--- src/rtl/dnn_pkg.sv ---
// Shared types and block geometry for the DNN memory arbiter.
// A block is BLK_WORDS words of WORD_BYTES bytes, fetched in one read.
package dnn_pkg;

    localparam int BLK_BYTES  = 64;
    localparam int BLK_WORDS  = 8;
    localparam int WORD_BYTES = BLK_BYTES / BLK_WORDS;

    localparam logic [31:0] BLK_STRIDE = 32'(BLK_BYTES);

    typedef logic [BLK_WORDS*WORD_BYTES-1:0][7:0] blk_t;

    typedef enum logic [1:0] {
        ST_IDLE  = 2'd0,
        ST_ISSUE = 2'd1,
        ST_WAIT  = 2'd2,
        ST_RESP  = 2'd3
    } state_e;

endpackage

--- src/rtl/dnn_rr_arb2.sv ---
// Two-way round-robin pick between the weight (bit 0) and image (bit 1) loaders.
// last_grant = 1 means the image loader won the previous contest.
module dnn_rr_arb2 (
    input  logic [1:0] pend,
    input  logic       last_grant,
    output logic [1:0] grant
);

    always_comb begin
        grant = 2'b00;
        case (pend)
            2'b01:   grant = 2'b01;
            2'b10:   grant = 2'b10;
            2'b11:   grant = last_grant ? 2'b01 : 2'b10;
            default: grant = 2'b00;
        endcase
    end

endmodule

--- src/rtl/dnn_mem_arbiter.sv ---
// Shares one block-read memory port between the weight and image loaders,
// one outstanding read at a time, with per-loader advancing block addresses.
module dnn_mem_arbiter
    import dnn_pkg::*;
(
    input  logic                      clk,
    input  logic                      rst,
    input  logic                      start,
    input  logic [31:0]               wt_base_addr,
    input  logic [31:0]               img_base_addr,
    input  logic                      wt_req,
    input  logic                      img_req,
    output logic                      wt_ready,
    output logic                      img_ready,
    output logic [BLK_BYTES-1:0][7:0] mem_data,
    output logic                      rd_valid,
    output logic [31:0]               rd_addr,
    input  logic                      rd_accept,
    input  logic                      rd_data_valid,
    input  logic [BLK_BYTES-1:0][7:0] rd_data,
    output logic                      busy,
    output logic                      req_err
);

    state_e                      state_q;
    logic [1:0]                  pend_q;
    logic [1:0]                  pend_d;
    logic [1:0]                  winner_q;
    logic                        last_grant_q;
    logic [31:0]                 wt_cnt_q;
    logic [31:0]                 img_cnt_q;
    logic [31:0]                 rd_addr_q;
    logic                        rd_valid_q;
    logic                        wt_ready_q;
    logic                        img_ready_q;
    logic [BLK_BYTES-1:0][7:0]   mem_data_q;
    logic                        req_err_q;

    logic [1:0] req_v;
    logic [1:0] clr;
    logic [1:0] dup;
    logic [1:0] grant;

    dnn_rr_arb2 u_arb (
        .pend       (pend_q),
        .last_grant (last_grant_q),
        .grant      (grant)
    );

    // A request landing in its own RESP cycle re-arms the pend rather than erroring.
    always_comb begin
        req_v  = {img_req, wt_req};
        clr    = (state_q == ST_RESP) ? winner_q : 2'b00;
        pend_d = (pend_q & ~clr) | req_v;
        dup    = req_v & pend_q & ~clr;
    end

    always_ff @(posedge clk) begin
        if (rst) begin
            state_q      <= ST_IDLE;
            pend_q       <= 2'b00;
            winner_q     <= 2'b00;
            last_grant_q <= 1'b1;
            wt_cnt_q     <= '0;
            img_cnt_q    <= '0;
            rd_addr_q    <= '0;
            rd_valid_q   <= 1'b0;
            wt_ready_q   <= 1'b0;
            img_ready_q  <= 1'b0;
            mem_data_q   <= '0;
            req_err_q    <= 1'b0;
        end else begin
            pend_q      <= pend_d;
            wt_ready_q  <= 1'b0;
            img_ready_q <= 1'b0;
            if (|dup) begin
                req_err_q <= 1'b1;
            end
            case (state_q)
                ST_IDLE: begin
                    if (|pend_q) begin
                        winner_q   <= grant;
                        // Rotation only moves on contested grants, so a lone
                        // request does not steal the next tie from the other side.
                        if (pend_q == 2'b11) begin
                            last_grant_q <= grant[1];
                        end
                        rd_addr_q  <= grant[0] ? wt_cnt_q : img_cnt_q;
                        rd_valid_q <= 1'b1;
                        state_q    <= ST_ISSUE;
                    end else if (start) begin
                        wt_cnt_q  <= wt_base_addr;
                        img_cnt_q <= img_base_addr;
                    end
                end
                ST_ISSUE: begin
                    if (rd_accept) begin
                        rd_valid_q <= 1'b0;
                        state_q    <= ST_WAIT;
                    end
                end
                ST_WAIT: begin
                    if (rd_data_valid) begin
                        mem_data_q  <= rd_data;
                        wt_ready_q  <= winner_q[0];
                        img_ready_q <= winner_q[1];
                        state_q     <= ST_RESP;
                    end
                end
                ST_RESP: begin
                    if (winner_q[0]) begin
                        wt_cnt_q <= wt_cnt_q + BLK_STRIDE;
                    end
                    if (winner_q[1]) begin
                        img_cnt_q <= img_cnt_q + BLK_STRIDE;
                    end
                    state_q <= ST_IDLE;
                end
                default: state_q <= ST_IDLE;
            endcase
        end
    end

    assign wt_ready  = wt_ready_q;
    assign img_ready = img_ready_q;
    assign mem_data  = mem_data_q;
    assign rd_valid  = rd_valid_q;
    assign rd_addr   = rd_addr_q;
    assign req_err   = req_err_q;
    assign busy      = (state_q != ST_IDLE) || (|pend_q);

endmodule

--- config.mk ---
export PLATFORM = sky130hd
export DESIGN_NAME = dnn_mem_arbiter
export DESIGN_NICKNAME = d
export VERILOG_FILES = /design/src/rtl/dnn_pkg.sv /design/src/rtl/dnn_rr_arb2.sv /design/src/rtl/dnn_mem_arbiter.sv
export SDC_FILE = /design/constraint.sdc
export NUM_CORES = 1
export LEC_CHECK = 0
export BUFFER_PORTS_ARGS = -buffer_cell sky130_fd_sc_hd__buf_4
export CAP_MARGIN = 25
export CORE_AREA = 10 10 434 436
export DETAILED_ROUTE_END_ITERATION = 8
export DIE_AREA = 0 0 444 446
export GPL_ROUTABILITY_DRIVEN = 0
export PLACE_DENSITY = 0.3
export SYNTH_ARGS = -nofsm -noshare
export SYNTH_HDL_FRONTEND = slang
export SYNTH_SLANG_ARGS = --single-unit
--- constraint.sdc ---
create_clock -name clk -period 2.1 [get_ports clk]
set_input_delay 0.105 -clock clk [delete_from_list [all_inputs] [get_ports clk]]
set_output_delay 0.105 -clock clk [all_outputs]
set_load 0.005 [all_outputs]
==> results of run 1 <==
metal layers:
metal	track usage	vias up	wire length, µm
met5	0	-	171
met4	0.04493	28	4331
met3	0.03546	237	8560
met2	0.3003	762	89660
met1	0.1762	12980	64110
li1	-	13350	-
synth_stat cells (4+ instances only):
library cell / count / share of area
o21ai_0: 30 / 0.0065
o22ai_1: 10 / 0.0027
buf_2: 15 / 0.0033
nand4_1: 15 / 0.0041
mux2i_1: 36 / 0.016
o32ai_1: 5 / 0.0019
and4_1: 5 / 0.0019
buf_1: 16 / 0.0026
a311oi_1: 4 / 0.0015
a31oi_1: 4 / 0.0011
dfxtp_1: 619 / 0.54
nor2b_1: 9 / 0.0025
clkbuf_1: 197 / 0.032
nor4_1: 11 / 0.0030
or3_1: 6 / 0.0016
a211oi_1: 48 / 0.016
nand2b_1: 6 / 0.0016
nor2_1: 80 / 0.013
ha_1: 7 / 0.0038
nand3_1: 30 / 0.0065
a22oi_1: 7 / 0.0023
a21oi_1: 574 / 0.13
nor3_1: 17 / 0.0037
and3_1: 6 / 0.0016
nand2_1: 1085 / 0.18
o21ai_1: 12 / 0.0026
inv_1: 14 / 0.0023
a2bb2oi_1: 6 / 0.0023
metrics by stage:
step	utilization	hold slack [ns]	power (mW)	setup slack, ns
after floorplan	-	0.2224	18.81	0.09808
after global placement	0.1978	0.3413	26.02	0.1117
after detailed placement	0.1978	0.3483	26.02	0.04569
after CTS	0.2460	0.08497	42.19	0.01748
after global routing	0.2468	0.1476	43.67	-0.01334
final	0.2470	0.1774	41.34	0.1390
timing repair:
action                                 in CTS  in global routing
gates cloned                                0                  2
buffers inserted                            0                  2
hold buffers                              592                  0
resized for setup                           2                  8
setup endpoints to repair                   1                 36
pin swaps                                   0                  1
endpoints found under the hold margin     599                  0
power groups by stage:
| stage | clock network, mW | logic (mW) | registers [mW] |
|---|---|---|---|
| after floorplan | 0 | 4.21 | 14.6 |
| after global placement | 0 | 11.4 | 14.6 |
| after detailed placement | 0 | 11.4 | 14.6 |
| after CTS | 15.2 | 12.5 | 14.4 |
| after global routing | 15.6 | 13.4 | 14.6 |
| final | 14.6 | 12.3 | 14.4 |
flip-flops by register name, indices dropped and copies added (netlist names):
| register | count |
|---|---|
| wt_cnt_q | 32 |
| winner_q | 2 |
| wt_ready | 1 |
| rd_addr | 32 |
| last_grant_q | 1 |
| img_ready | 1 |
| img_cnt_q | 32 |
| mem_data | 512 |
| state_q | 2 |
| pend_q | 2 |
| rd_valid | 1 |
| req_err | 1 |
cells by family after synthesis:
group,Yosys count
AND/OR/NAND/NOR,1290
flip-flops,619
adder cells (fa/ha/maj),7
multiplexers,37
AO/OA/AOI/OAI,729
buffers and inverters,243
XOR/XNOR,1
worst paths after layout:
path	start	depth (start not counted)	slack [ns]	end
setup reg to reg	state_q[0]$_SDFFE_PP0P_	8	0.14	mem_data[399]$_SDFFE_PP0N_
hold / removal	rd_data[346]	4	0.18	mem_data[346]$_SDFFE_PP0N_
hold reg to reg	mem_data[143]$_SDFFE_PP0N_	2	0.45	mem_data[143]$_SDFFE_PP0N_
setup / recovery	state_q[0]$_SDFFE_PP0P_	8	0.14	mem_data[399]$_SDFFE_PP0N_
tightest hold or removal path, stage by stage:
cell and delay, ns:
dlygate4sd3_1 0.52, buf_4 0.10, nand2_1 0.04, a21oi_1 0.10
layout make-up:
cell class	instances	area, µm²	area share
clock buffer	131	2490	0.05608
tap	2370	2965	0.06679
inverter	14	52.55	0.001184
timing repair buffer	1914	16480	0.3711
multi-input combinational	2064	9688	0.2182
clock inverter	22	254.0	0.005721
sequential	619	12390	0.2791
antenna	32	80.08	0.001804
==> qor.txt, run 1 <==
WS Path Type - reg -> reg
Max-slew headroom - 0.6348
Worst Hold Class - in -> reg
FMAX - 509.9 MHz
Element type at the critical path start - flip-flop
Share of cells above drive strength 1 - 0.3092
Post-synthesis mux area share - 0.01620
Post-synthesis sequential area ratio - 0.5402
Leading cell type in the layout, fill and taps excluded - buf_4
NetSw - 13.72 mW
Worst Setup End Kind - flip-flop
DR pass1 iterations - 6
Post-Syn Nets - 3,516
Post-DP Area - 0.03555 mm²
Max rail drop VDD - 0.0005857 V
Vias in the first global route - 27,790
Bufs and invs on worst path - 4
Die width - 444 µm
Final Hold Fails - 0
Mapped Cells - 2,926
Syn-to-layout area delta - 93.54%
Max Cap Violations - 0
CP Max Fanout - 10
Slew Viols, Final - 0
Largest family of logic cells by synthesized area - simple AND/OR/NAND/NOR gates
Tmin final - 1.961 ns
CP Data Arrival Time - 2.61 ns
Initial antenna violation count - 79
Finished Layout Cells - 7,166
CTS clk-pin slew, worst paths - 0.06 ns
Flop pwr share - 0.348
Pwr dens - 931.1 mW/mm²
DRC Markers - 0
CTS root buffer - clkbuf_16
Final net count - 5,288
Vias/cell - 3.818
Chip height - 446 µm
Main synth FF type - dfxtp_1
Inst Count DP - 6,385
Commonest cells after routing, fill and taps aside - buf_4, nand2_1, dfxtp_1, dlygate4sd3_1, a21oi_1
# IOs - 1,132
Power share of the clock group - 0.354
EDFF count, synth - 0
Synth Area in Adders - 0.003818
Final setup fails - 0
Measured slew at the worst slew-check pin - 0.5477 ns
Latest clock arrival within the worst-skew pair - 0.72 ns
Core box area - 0.1798 mm²
Final period util - 0.9338
Fin Setup TNS - 0 ns
P_int - 27.61 mW
Synth async-reset ratio - 0
Fillers - 19,970
Worst Clk Skew - 0.03833 ns
Yosys cell types - 61
CP top delay family - buffers and inverters
Outcome - finished clean
Cts bufs inserted - 85
Post-Synth XOR/XNOR Area - 0.0003818
Die ar. - 0.1980 mm²
Seq cells post-synth - 619
Overflow after GRT - 0
CTS tree - done
CTS Sinks - 619
Port bufs - 1,131
H-tree levels - 3
Comb pwr share - 0.298
Leakage - 17.89 nW
Via count - 27,360
Wire length per cell - 23.28 µm
CP required - 2.75 ns
CP max stage cell - dlygate4sd3_1
ANT nets after route - 0
Slowest cell delay on critical path - 0.56 ns
Clk buf depth - 3
Gr usage total - 0.1588
Starting Density - 0.1276
CP Cell Sequence - inv_1 -> ha_2 -> and2_4 -> buf_12 -> buf_4 -> nand2_1 -> a21oi_1 -> dlygate4sd3_1
Initial DRC Count - 1,673
Row count - 156
Synth Area in Simple Gates - 0.2256
Fin area - 0.04440 mm²
Largest net degree at the start of global routing - 85
Mapped cell area - 0.02294 mm²
Ys Warns - 0
DPL Wire Length - 133,900 µm
Net Sw Frac - 0.3320
Avg Cell Area, Syn - 7.840 µm²
Routed wire length - 166,800 µm
Post-synthesis compound-gate area fraction - 0.1731
First-pass GRT wire length - 226,600 µm
No activity file was read; power rests on OpenSTA's default activity.
==> run 2: changes to the inputs <==
CELL_PAD_IN_SITES_DETAIL_PLACEMENT = 1   (was default)
CELL_PAD_IN_SITES_GLOBAL_PLACEMENT = 1   (was default)
CORE_AREA = 10 10 437 439   (was 10 10 434 436)
DIE_AREA = 0 0 447 449   (was 0 0 444 446)
PLACE_DENSITY = 0.36   (was 0.3)
==> run 2 against run 1 <==
Maximum frequency rose by 0.75%. Clock skew fell by 0.021 ns. Sequential cell count did not move. Combinational power is essentially flat. Worst setup slack improved by 0.015 ns. Non-clock buffer count shrank 38. Sequential share of layout area grew 0.14 points. Clock power grew 5%. Critical path depth down 3.
==> qor.txt, run 2 (synthesis gave the netlist of run 1 again) <==
Outcome - finished clean
CP max stage cell - dfxtp_1
Pwr dens - 950.2 mW/mm² (+2.1%)
Final period util - 0.9269 (-0.006934)
Worst Setup End Kind - primary output
CTS root buffer - clkbuf_16
Via count - 27,470 (+0.40%)
Max-slew headroom - 0.6249 (-0.009890)
WS Path Type - reg -> out
# IOs - 1,132 (unchanged)
Chip height - 449 µm (+0.67%)
Largest net degree at the start of global routing - 83 (-2.4%)
Slowest cell delay on critical path - 0.30 ns (-0.26 ns)
Measured slew at the worst slew-check pin - 0.5626 ns (+0.01484 ns)
Worst Hold Class - in -> reg
CTS Sinks - 619 (unchanged)
DPL Wire Length - 136,600 µm (+2.1%)
Final Hold Fails - 0 (unchanged)
CP top delay family - buffers and inverters
Vias/cell - 3.849 (+0.82%)
Reg-to-reg startpoint - state_q[0]$_SDFFE_PP0P_
Final net count - 5,253 (-0.66%)
Leakage - 17.77 nW (-0.67%)
Share of cells above drive strength 1 - 0.3057 (-0.003521)
Row count - 157 (+0.64%)
Vias in the first global route - 28,860 (+3.9%)
CP Data Arrival Time - 1.84 ns (-0.77 ns)
Max Cap Violations - 0 (unchanged)
Reg-to-reg endpoint - img_cnt_q[24]$_SDFFE_PP0P_
Wire length per cell - 24.10 µm (+3.5%)
Fillers - 21,560 (+8.0%)
First-pass GRT wire length - 235,700 µm (+4.0%)
CP required - 2.00 ns (-0.75 ns)
R2R depth - 8 (unchanged)
Tmin final - 1.946 ns (-0.01456 ns)
Die ar. - 0.2007 mm² (+1.4%)
Max FFs per register - 512 (unchanged)
Initial DRC Count - 1,156 (-31%)
Clk buf depth - 3 (unchanged)
Final core utilization - 0.2423 (-0.004646)
Overflow after GRT - 0 (unchanged)
Leading cell type in the layout, fill and taps excluded - buf_4
WP depth - 5 (-3)
H-tree levels - 3 (unchanged)
Element type at the critical path start - flip-flop
Final setup fails - 0 (unchanged)
Routed wire length - 172,000 µm (+3.1%)
Worst Clk Skew - 0.01758 ns (-0.02075 ns)
DR pass1 iterations - 5 (-1)
Syn-to-layout area delta - 92.57%
ANT nets after route - 0 (unchanged)
Max rail drop VDD - 0.0005661 V (-3.3%)
Gr usage total - 0.1638 (+0.005059)
Pre-CTS setup slack - -0.01303 ns (-0.05872 ns)
CTS tree - done
Crit path top cell by count - buf_4
Setup WS post-layout - 0.1535 ns (+0.01456 ns)
Post-DP Area - 0.03535 mm² (-0.57%)
Bufs and invs on worst path - 3 (-1)
Die width - 447 µm (+0.68%)
Port bufs - 1,131 (unchanged)
Core box area - 0.1823 mm² (+1.4%)
CTS clk-pin slew, worst paths - 0.06 ns (about the same)
Latest clock arrival within the worst-skew pair - 0.72 ns (about the same)
Fin area - 0.04418 mm² (-0.50%)
Initial antenna violation count - 64 (-19%)
CP Cell Sequence - buf_4 -> nor2_1 -> buf_4 -> nand2_1 -> buf_4
Worst Setup EP - busy
Worst Setup SP - pend_q[0]$_SDFF_PP0_
FMAX - 513.8 MHz (+0.75%)
DRC Markers - 0 (unchanged)
Commonest cells after routing, fill and taps aside - buf_4, nand2_1, dfxtp_1, dlygate4sd3_1, a21oi_1
Cts bufs inserted - 88 (+3.5%)
Starting Density - 0.1258 (-0.001769)
Slew Viols, Final - 0 (unchanged)
RSZ-0062 raised after global routing - no
Worst reg2reg setup slack - 0.18 ns (+0.04 ns)
CP Max Fanout - 6 (-4)
-- run 2: worst min path at each step --
| stage | from | end | slack, ns | cells after the start |
|---|---|---|---|---|
| 2_1_floorplan | wt_req | pend_q[0]$_SDFF_PP0_ | 0.22 | 2 |
| 3_3_place_gp | wt_req | pend_q[0]$_SDFF_PP0_ | 0.34 | 3 |
| 3_5_place_dp | wt_req | pend_q[0]$_SDFF_PP0_ | 0.34 | 3 |
| 4_1_cts | rd_data[494] | mem_data[494]$_SDFFE_PP0N_ | 0.09 | 4 |
| 5_1_grt | rd_data[345] | mem_data[345]$_SDFFE_PP0N_ | 0.13 | 4 |
| 6_report | rd_data[483] | mem_data[483]$_SDFFE_PP0N_ | 0.18 | 4 |
-- run 2: what timing repair did --
action                                  4_1_cts  5_1_grt
hold buffers                                584        0
gates cloned                                  0        1
setup buffers                                 0        1
hold endpoints to repair                    589        0
resized for setup                             1        6
pin swaps                                     0        1
endpoints found under the setup margin        3       35
-- run 2: metal layers --
| layer | vias to the layer above | track usage | wire length, µm | share of wire |
|---|---|---|---|---|
| li1 | 13260 | - | - | - |
| met1 | 13200 | 0.1835 | 67620 | 0.39 |
| met2 | 731 | 0.2978 | 89080 | 0.52 |
| met3 | 252 | 0.04201 | 9092 | 0.053 |
| met4 | 28 | 0.05541 | 6040 | 0.035 |
| met5 | - | 0 | 137 | 0.00080 |
-- run 2: tightest hold or removal path, cell delays in order --
cell and delay, ns:
dlygate4sd3_1 0.52, buf_4 0.09, nand2_1 0.04, a21oi_1 0.10
-- run 2: layout make-up --
cell class	count	area (µm²)	area share
clock inverters	19	251.5	0.005693
diodes	27	67.56	0.001529
flip-flops and latches	619	12390	0.2805
inverters	14	52.55	0.001190
repair buffers	1876	16140	0.3653
well taps	2385	2984	0.06755
multi-input cells	2064	9684	0.2192
clock buffers	132	2608	0.05903
-- run 2: where the power goes --
| part | switching (mW) | internal, mW | total [mW] |
|---|---|---|---|
| logic | 6.71 | 5.56 | 12.3 |
| registers | 1.03 | 13.4 | 14.4 |
| clock network | 6.27 | 9.03 | 15.3 |
-- run 2: per-stage QoR --
| stage | hold slack, ns | instances | setup TNS [ns] | total power, mW |
|---|---|---|---|---|
| 2_1_floorplan | 0.2224 | 2926 | 0 | 18.81 |
| 3_3_place_gp | 0.3366 | 6372 | 0 | 26.10 |
| 3_5_place_dp | 0.3378 | 6372 | -0.02470 | 26.13 |
| 4_1_cts | 0.08507 | 7107 | 0 | 43.07 |
| 5_1_grt | 0.1301 | 7124 | 0 | 44.43 |
| 6_report | 0.1844 | 7136 | 0 | 41.98 |
==> run 3: changes to the inputs <==
REMOVE_ABC_BUFFERS = 1   (was default)
SLEW_MARGIN = 30   (was default)
==> run 3 against run 2 <==
Clock skew is 0.0066 ns higher. Via count fell by 1.2%. Global-route usage fell by 0.99 points. Final area is essentially flat. Utilization about the same. Sequential share of layout area barely moved. Hold slack got worse by 0.0056 ns. Largest power group unchanged. Highest routed layer unchanged.
==> qor.txt, run 3 (synthesis gave the netlist of run 1 again) <==
H-tree levels - 3 (unchanged)
Bufs and invs on worst path - 0 (-3)
CP required - 2.74 ns (+0.74 ns)
Slew Viols, Final - 0 (unchanged)
DRC Markers - 0 (unchanged)
Initial DRC Count - 1,057 (-8.6%)
Power share of the clock group - 0.368 (+0.003)
Final Hold Fails - 0 (unchanged)
Clk buf depth - 3 (unchanged)
Via count - 27,150 (-1.2%)
Net Sw Frac - 0.3311 (-0.002808)
Worst Hold Class - in -> reg
Row count - 157 (unchanged)
DR pass1 iterations - 5 (unchanged)
Routed wire length - 161,700 µm (-5.9%)
Final core utilization - 0.2425 (about the same)
Latest clock arrival within the worst-skew pair - 0.72 ns (about the same)
CTS Sinks - 619 (unchanged)
Final setup fails - 0 (unchanged)
Tmin final - 1.971 ns (+0.02462 ns)
Pwr dens - 948.5 mW/mm² (-0.18%)
Cts bufs inserted - 90 (+2.3%)
Leading cell type in the layout, fill and taps excluded - buf_4
Final period util - 0.9386 (+0.01172)
Pre-CTS setup slack - -0.0003662 ns (+0.01266 ns)
Wire length per cell - 22.67 µm (-5.9%)
Vias/cell - 3.806 (-1.1%)
Outcome - finished clean
Share of cells above drive strength 1 - 0.3042 (-0.001509)
Max FFs per register - 512 (unchanged)
ANT nets after route - 0 (unchanged)
Syn-to-layout area delta - 92.66% (about the same)
Leakage - 17.76 nW (about the same)
P_int - 28.04 mW (+0.29%)
Largest net degree at the start of global routing - 96 (+16%)
Max Cap Violations - 0 (unchanged)
CTS tree - done
Vias in the first global route - 28,360 (-1.7%)
Port bufs - 1,131 (unchanged)
NetSw - 13.88 mW (-0.97%)
Overflow after GRT - 0 (unchanged)
FMAX - 507.3 MHz (-1.2%)
CP max stage cell - or4_1
Worst Setup End Kind - flip-flop
DPL Wire Length - 127,200 µm (-6.9%)
Commonest cells after routing, fill and taps aside - buf_4, nand2_1, dfxtp_1, dlygate4sd3_1, a21oi_1
Initial antenna violation count - 42 (-34%)
First-pass GRT wire length - 224,400 µm (-4.8%)
CP Data Arrival Time - 2.61 ns (+0.77 ns)
RSZ-0062 raised after global routing - no
CTS root buffer - clkbuf_16
Element type at the critical path start - flip-flop
Max-slew headroom - 0.5918 (-0.03315)
Die ar. - 0.2007 mm² (unchanged)
Measured slew at the worst slew-check pin - 0.6123 ns (+0.04972 ns)
Chip height - 449 µm (unchanged)
Max rail drop VDD - 0.0005569 V (-1.6%)
# IOs - 1,132 (unchanged)
Core box area - 0.1823 mm² (unchanged)
Min Hold Slack - 0.1787 ns (-0.005620 ns)
Gr usage total - 0.1539 (-0.009949)
Final net count - 5,254 (+0.019%)
Flop pwr share - 0.344 (about the same)
CP Max Fanout - 6 (unchanged)
CP Cell Sequence - ha_1 -> nand3_4 -> or4_1 -> nor4_1 -> a21oi_1 -> o22ai_1
Worst Clk Skew - 0.02420 ns (+0.006612 ns)
CP top delay family - simple AND/OR/NAND/NOR gates
Comb pwr share - 0.288 (-0.004)
Setup WS post-layout - 0.1289 ns (-0.02462 ns)
Starting Density - 0.1258 (unchanged)
Final Power - 41.92 mW (-0.13%)
Die width - 447 µm (unchanged)
Slowest cell delay on critical path - 0.69 ns (+0.39 ns)
CTS clk-pin slew, worst paths - 0.06 ns (about the same)
WS Path Type - reg -> reg
-- run 3: through the flow --
stage          instances  cell area, µm²    TNS [ns]
2_1_floorplan       2697           22060    -3941.05
3_3_place_gp        6366           35330    -0.02261
3_5_place_dp        6366           35330  -0.0003662
4_1_cts             7115           44140           0
5_1_grt             7131           44190           0
6_report            7134           44200           0
-- run 3: final timing paths --
kind / slack (ns) / depth (start not counted) / startpoint / end
worst max-delay path: 0.13 / 6 / wt_cnt_q[7]$_SDFFE_PP0P_ / wt_cnt_q[22]$_SDFFE_PP0P_
worst min-delay path: 0.18 / 4 / rd_data[390] / mem_data[390]$_SDFFE_PP0N_
worst max register to register: 0.13 / 6 / wt_cnt_q[7]$_SDFFE_PP0P_ / wt_cnt_q[22]$_SDFFE_PP0P_
worst min register to register: 0.45 / 2 / mem_data[113]$_SDFFE_PP0N_ / mem_data[113]$_SDFFE_PP0N_
-- run 3: final cells by class --
| cell class | count | area [µm²] |
|---|---|---|
| flip-flops and latches | 619 | 12390 |
| well taps | 2385 | 2984 |
| multi-input cells | 2064 | 9673 |
| diodes | 18 | 45.04 |
| fillers | 21480 | 138100 |
| clock buffers | 135 | 2634 |
| inverters | 14 | 52.55 |
| clock inverters | 24 | 270.3 |
| repair buffers | 1875 | 16150 |
-- run 3: metal layers --
metal	track usage	vias up	routed length (µm)
li1	-	13260	-
met1	0.1798	12930	66250
met2	0.2646	717	79080
met3	0.04314	228	10080
met4	0.05887	18	6206
met5	0	-	118
-- run 3: power groups by stage --
| stage | Sequential (mW) | Clock, mW | Combinational [mW] |
|---|---|---|---|
| after global placement | 14.6 | 0 | 11.3 |
| final | 14.4 | 15.4 | 12.1 |
| after detailed placement | 14.7 | 0 | 11.4 |
| after floorplan | 14.0 | 0 | 3.46 |
| after global routing | 14.6 | 16.6 | 13.3 |
| after CTS | 14.4 | 16.2 | 12.5 |
-- run 3: repair_timing --
action,in CTS,in global routing
hold buffers,590,0
pin swaps,0,2
gates resized for setup,2,3
setup buffers,0,1
endpoints found under the hold margin,586,0
endpoints found under the setup margin,8,13
-- run 3: worst min-delay path: stages --
cell	delay (ns)
dlygate4sd3_1	0.53
buf_4	0.10
nand2_1	0.04
a21oi_1	0.10
